===== config.mk =====
export PLATFORM = sky130hd
export DESIGN_NAME = seq_detector_param
export DESIGN_NICKNAME = d
export VERILOG_FILES = /design/src/rtl/seq_detector_pkg.sv /design/src/rtl/seq_detector_param_sat_counter.sv /design/src/rtl/seq_detector_param.sv
export SDC_FILE = /design/constraint.sdc
export NUM_CORES = 1
export LEC_CHECK = 0
export ABC_AREA = 1
export CAP_MARGIN = 15
export CORE_MARGIN = 2
export CORE_UTILIZATION = 30
export DETAILED_ROUTE_END_ITERATION = 7
export GPL_TIMING_DRIVEN = 0
export HOLD_SLACK_MARGIN = 0.02
export PLACE_DENSITY_LB_ADDON = 0.1
export SKIP_CTS_REPAIR_TIMING = 1
export SLEW_MARGIN = 25
export SYNTH_ARGS = -nofsm -noshare
export SYNTH_HDL_FRONTEND = slang
export SYNTH_HIERARCHICAL = 1
export SYNTH_SLANG_ARGS = --single-unit

===== constraint.sdc =====
create_clock -name clk -period 1.8 [get_ports clk]
set_input_delay 0.36 -clock clk [delete_from_list [all_inputs] [get_ports clk]]
set_output_delay 0.36 -clock clk [all_outputs]
set_load 0.1 [all_outputs]

===== src/rtl/seq_detector_pkg.sv =====
// Shared types and constants for the parametrised serial pattern detector.
package seq_detector_pkg;

    typedef enum logic {
        ST_FILL = 1'b0,
        ST_RUN  = 1'b1
    } state_t;

    localparam logic MODE_OVERLAP    = 1'b1;
    localparam logic MODE_NONOVERLAP = 1'b0;

    // A match in non-overlapping mode invalidates the history it consumed.
    function automatic logic drops_history(input logic mode);
        unique case (mode)
            MODE_OVERLAP:    return 1'b0;
            MODE_NONOVERLAP: return 1'b1;
            default:         return 1'b1;
        endcase
    endfunction

endpackage


===== src/rtl/seq_detector_param_sat_counter.sv =====
// Saturating up-counter with synchronous clear; holds at all-ones instead of wrapping.
module sat_counter #(
    parameter int W = 8
) (
    input  logic         clk,
    input  logic         rst,
    input  logic         inc,
    input  logic         clr,
    output logic [W-1:0] cnt
);

    always_ff @(posedge clk or negedge rst) begin
        if (!rst) begin
            cnt <= '0;
        end else if (clr) begin
            cnt <= '0;
        end else if (inc && (cnt != '1)) begin
            cnt <= cnt + 1'b1;
        end
    end

endmodule


===== src/rtl/seq_detector_param.sv =====
// Serial pattern detector with runtime-loadable pattern and overlap select.
// Optional don't-care mask per pattern bit when SEQ_DETECTOR_MASK_EN is defined.
module seq_detector_param
    import seq_detector_pkg::*;
#(
    parameter int               PAT_W   = 4,
    parameter logic [PAT_W-1:0] PAT_RST = 4'b1001,
    parameter int               CNT_W   = 8
) (
    input  logic             clk,
    input  logic             rst,
    input  logic             b,
    input  logic             en,
    input  logic             overlap,
    input  logic             pat_load,
    input  logic [PAT_W-1:0] pat_in,
`ifdef SEQ_DETECTOR_MASK_EN
    input  logic [PAT_W-1:0] mask_in,
`endif
    input  logic             clr,
    output logic             w,
    output logic [CNT_W-1:0] match_cnt,
    output logic             armed
);

    localparam int             FW       = $clog2(PAT_W + 1);
    localparam logic [FW-1:0]  FILL_MAX = FW'(PAT_W);

    state_t           state;
    logic [PAT_W-1:0] hist;
    logic [PAT_W-1:0] pat;
    logic [PAT_W-1:0] mask_eff;
    logic [PAT_W-1:0] next_hist;
    logic [FW-1:0]    fill;
    logic [FW-1:0]    fill_inc;
    logic             fill_ready;
    logic             hit;
    logic             match;

`ifdef SEQ_DETECTOR_MASK_EN
    logic [PAT_W-1:0] mask;
    assign mask_eff = mask;
`else
    assign mask_eff = '1;
`endif

    assign next_hist = {hist[PAT_W-2:0], b};
    // fill+1 >= PAT_W without widening fill: either already full or one short.
    assign fill_ready = (state == ST_RUN) || (fill == FILL_MAX - 1'b1);
    assign hit        = ((next_hist ^ pat) & mask_eff) == '0;
    assign match      = en && !clr && !pat_load && fill_ready && hit;
    assign fill_inc   = (fill == FILL_MAX) ? FILL_MAX : fill + 1'b1;

    always_ff @(posedge clk or negedge rst) begin
        if (!rst) begin
            state <= ST_FILL;
            hist  <= '0;
            fill  <= '0;
            pat   <= PAT_RST;
`ifdef SEQ_DETECTOR_MASK_EN
            mask  <= '1;
`endif
            w     <= 1'b0;
            armed <= 1'b0;
        end else if (clr) begin
            state <= ST_FILL;
            hist  <= '0;
            fill  <= '0;
            w     <= 1'b0;
            armed <= 1'b0;
        end else if (pat_load) begin
            state <= ST_FILL;
            pat   <= pat_in;
`ifdef SEQ_DETECTOR_MASK_EN
            mask  <= mask_in;
`endif
            fill  <= '0;
            w     <= 1'b0;
            armed <= 1'b0;
        end else if (en) begin
            hist <= next_hist;
            w    <= match;
            if (match && drops_history(overlap)) begin
                state <= ST_FILL;
                fill  <= '0;
                armed <= 1'b0;
            end else begin
                state <= (fill_inc == FILL_MAX) ? ST_RUN : ST_FILL;
                fill  <= fill_inc;
                armed <= (fill_inc == FILL_MAX);
            end
        end else begin
            w <= 1'b0;
        end
    end

    sat_counter #(
        .W(CNT_W)
    ) u_match_cnt (
        .clk(clk),
        .rst(rst),
        .inc(match),
        .clr(clr),
        .cnt(match_cnt)
    );

endmodule


==> summary.md <==
| Metric | Value |
|---|---|
| Status | `completed` |
| Leading area contributor after synthesis | `dfrtp_1` |
| Vias | `1074` |
| # IOs | `21` |
| Layout Skew | `0.00509 ns` |
| WS Path Type | `register to primary output` |
| Drt total wl | `2.77 mm` |
| Max_cap viols | `0` |
| Pwr dens | `622 nW/um^2` |
| Max-slew violations | `0` |
| Wire per inst | `11.6 um` |
| Die Ht | `66.6 um` |
| Post-synthesis sequential area ratio | `42.8%` |
| Final GP Congestion | `0.818` |
| FF+latch area | `507 um^2` |
| Worst hold path class | `input port to asynchronous set/reset pin` |
| Fin util | `42.0%` |
| Clock tree sinks | `20` |
| Die Span X | `66.6 um` |
| CTS tree | `done` |
| CP bufs+invs | `1` |
| Largest net degree at the start of global routing | `21` |
| Latest clock arrival within the worst-skew pair | `0.26 ns` |
| Final period util | `97.1%` |
| Final worst slack | `0.0529 ns` |
| CP cell instances | `dlymetal6s2s_1` |
| Initial core utilization | `31.6%` |
| Clk buf depth | `2` |
| Multi-input gate area | `611 um^2` |
| RR Startpoint | `fill[0]` |
| Final Instance Count excl. Fillers | `239` |
| First DRT Iteration DRCs | `56` |
| Initial antenna violation count | `0` |
| Ant diodes | `0` |
| #FFs+latches synth | `20` |
| Rel. slew slack | `34.8%` |
| Fmax | `572 MHz` |
| Gr ovfl total | `0` |
| First-pass GRT wire length | `4.47 mm` |
| Dpl ws | `-0.816 ns` |
| RSZ-0062 raised after global routing | `yes` |
| Synth-to-layout area growth | `32.7%` |
| Final hold viol count | `0` |
| PortBufs | `20` |
| Core Region | `3720 um^2` |
| GRT Overall Usage | `13.4%` |
| Syn Area/Cell | `7.35 um^2` |
| Yosys cell types | `22` |
| Filler cells | `420` |
| Top-area cell type share of the netlist area | `38.3%` |
| Worst-path clk slew | `0.08 ns` |
| Synthesized cell area | `1180 um^2` |
| Leakage | `0.822 nW` |
| CP Data Required Time | `1.44 ns` |
| Synthesized instance count | `160` |
| Kind of end point of the critical path | `primary output` |
| Synth top area cells | `dfrtp_1, nand2_1, inv_1` |
| Delay-heaviest family, CP | `buffers and inverters` |
| CP Launch Point | `u_match_cnt/cnt[0]` |
| Layout cells sized above 1 | `24.1%` |
| CP Launch Type | `register` |
| Cell total after placement | `228` |
| Vias/cell | `4.49` |
| DRC Markers | `0` |
| CP max stage cell | `dlymetal6s2s_1` |
| Root Buffer | `clkbuf_8` |
| Final #Nets | `207` |
| Total CTS buffers | `3` |
| Maximum net fanout on the critical path | `4` |
| VDD IR-drop max | `0.000305 V` |
| Slew @ Worst Pin | `0.976 ns` |
| Die area | `4440 um^2` |
| Largest stage delay, worst path | `0.75 ns` |
| Hold Slack | `0.0426 ns` |
| DRT antenna net count | `0` |
| Final Critical Period | `1.75 ns` |
| Number of global-route vias before repair | `1026` |
| Row count | `22` |
| Synth warn | `6` |
| Worst path arrival time | `1.39 ns` |
| HPWL after DPL | `1.98 mm` |
| # H-tree levels | `1` |
| Drt first pass iters | `4` |
| Syn Nets | `175` |
| Finish-stage setup viols | `0` |
[placed cells by master (no fill, tap or decap), types with 4 or more instances in the layout]
cell and n:
nand2_1 48, inv_1 22, dfrtp_1 15, nand3_1 14, nor2_1 11, a21oi_1 8, clkdlybuf4s50_1 7, clkbuf_2 7
buf_4 7, nor3_1 5, dlymetal6s2s_1 5, nand3_2 4, nand2_2 4, clkbuf_8 4
[cell type report]
cell class / instances / share of cell area, %
multi-input cells: 114 / 39.1
flip-flops and latches: 20 / 32.5
repair buffers: 27 / 14.4
inverters: 26 / 6.58
well taps: 48 / 3.85
clock buffers: 4 / 3.53
[cells in the mapped netlist, drive strengths merged]
library cell / number
nor3: 6
o21ai: 1
nor2: 15
o22ai: 3
clkinv: 1
dfrtp: 18
nand3: 18
nand2: 53
a21oi: 10
ha: 4
dfstp: 2
or2: 1
inv: 25
o21bai: 2
o21a: 1
[worst paths after layout]
kind	slack, ns	cells after the start	to
min in group clk	0.46	3	fill[2]
max	0.05	1	match_cnt[0]
max reg2reg	0.07	10	u_match_cnt/cnt[4]
min reg2reg	0.49	2	pat[0]
min	0.04	1	u_match_cnt/cnt[6]
max in group asynchronous	1.41	1	pat[3]
[through the flow]
step | total power [mW] | area, um^2 | TNS [ns]
global route | 1.03 | 1560 | -0.105
detailed placement | 0.627 | 1440 | -6.72
finish | 0.970 | 1560 | 0
global placement | 0.625 | 1440 | -6.56
CTS | 0.981 | 1500 | -7.04
floorplan | 0.568 | 1180 | -0.0415
[registers in the layout, indices dropped and copies added (netlist names)]
register	count
hist	3
w	1
armed	1
pat	4
fill	3
u_match_cnt/cnt	8
[power breakdown]
part           total [mW]  internal [mW]  switching (mW)  leakage, nW
clock               0.345          0.195           0.150       0.0288
sequential          0.482          0.470          0.0122        0.258
combinational       0.143         0.0527          0.0904        0.535
total               0.970          0.717           0.253        0.822
[per-layer routing]
layer,track usage [%],routed length [um],vias up
li1,-,-,569
met1,16.6,1270,489
met2,23.0,1370,14
met3,2.53,100,2
met4,4.59,22,0
met5,0,0,-
[kinds of logic (layout without fill, tap and decap cells)]
family / Yosys count / count (layout) / synth area share (%)
compound gates: 17 / 17 / 8.62
fa+ha+maj: 4 / 4 / 4.26
buf+inv: 26 / 57 / 8.72
flops: 20 / 20 / 42.8
simple gates: 93 / 93 / 35.6
Note: power is estimated with default switching activity, not from simulation.
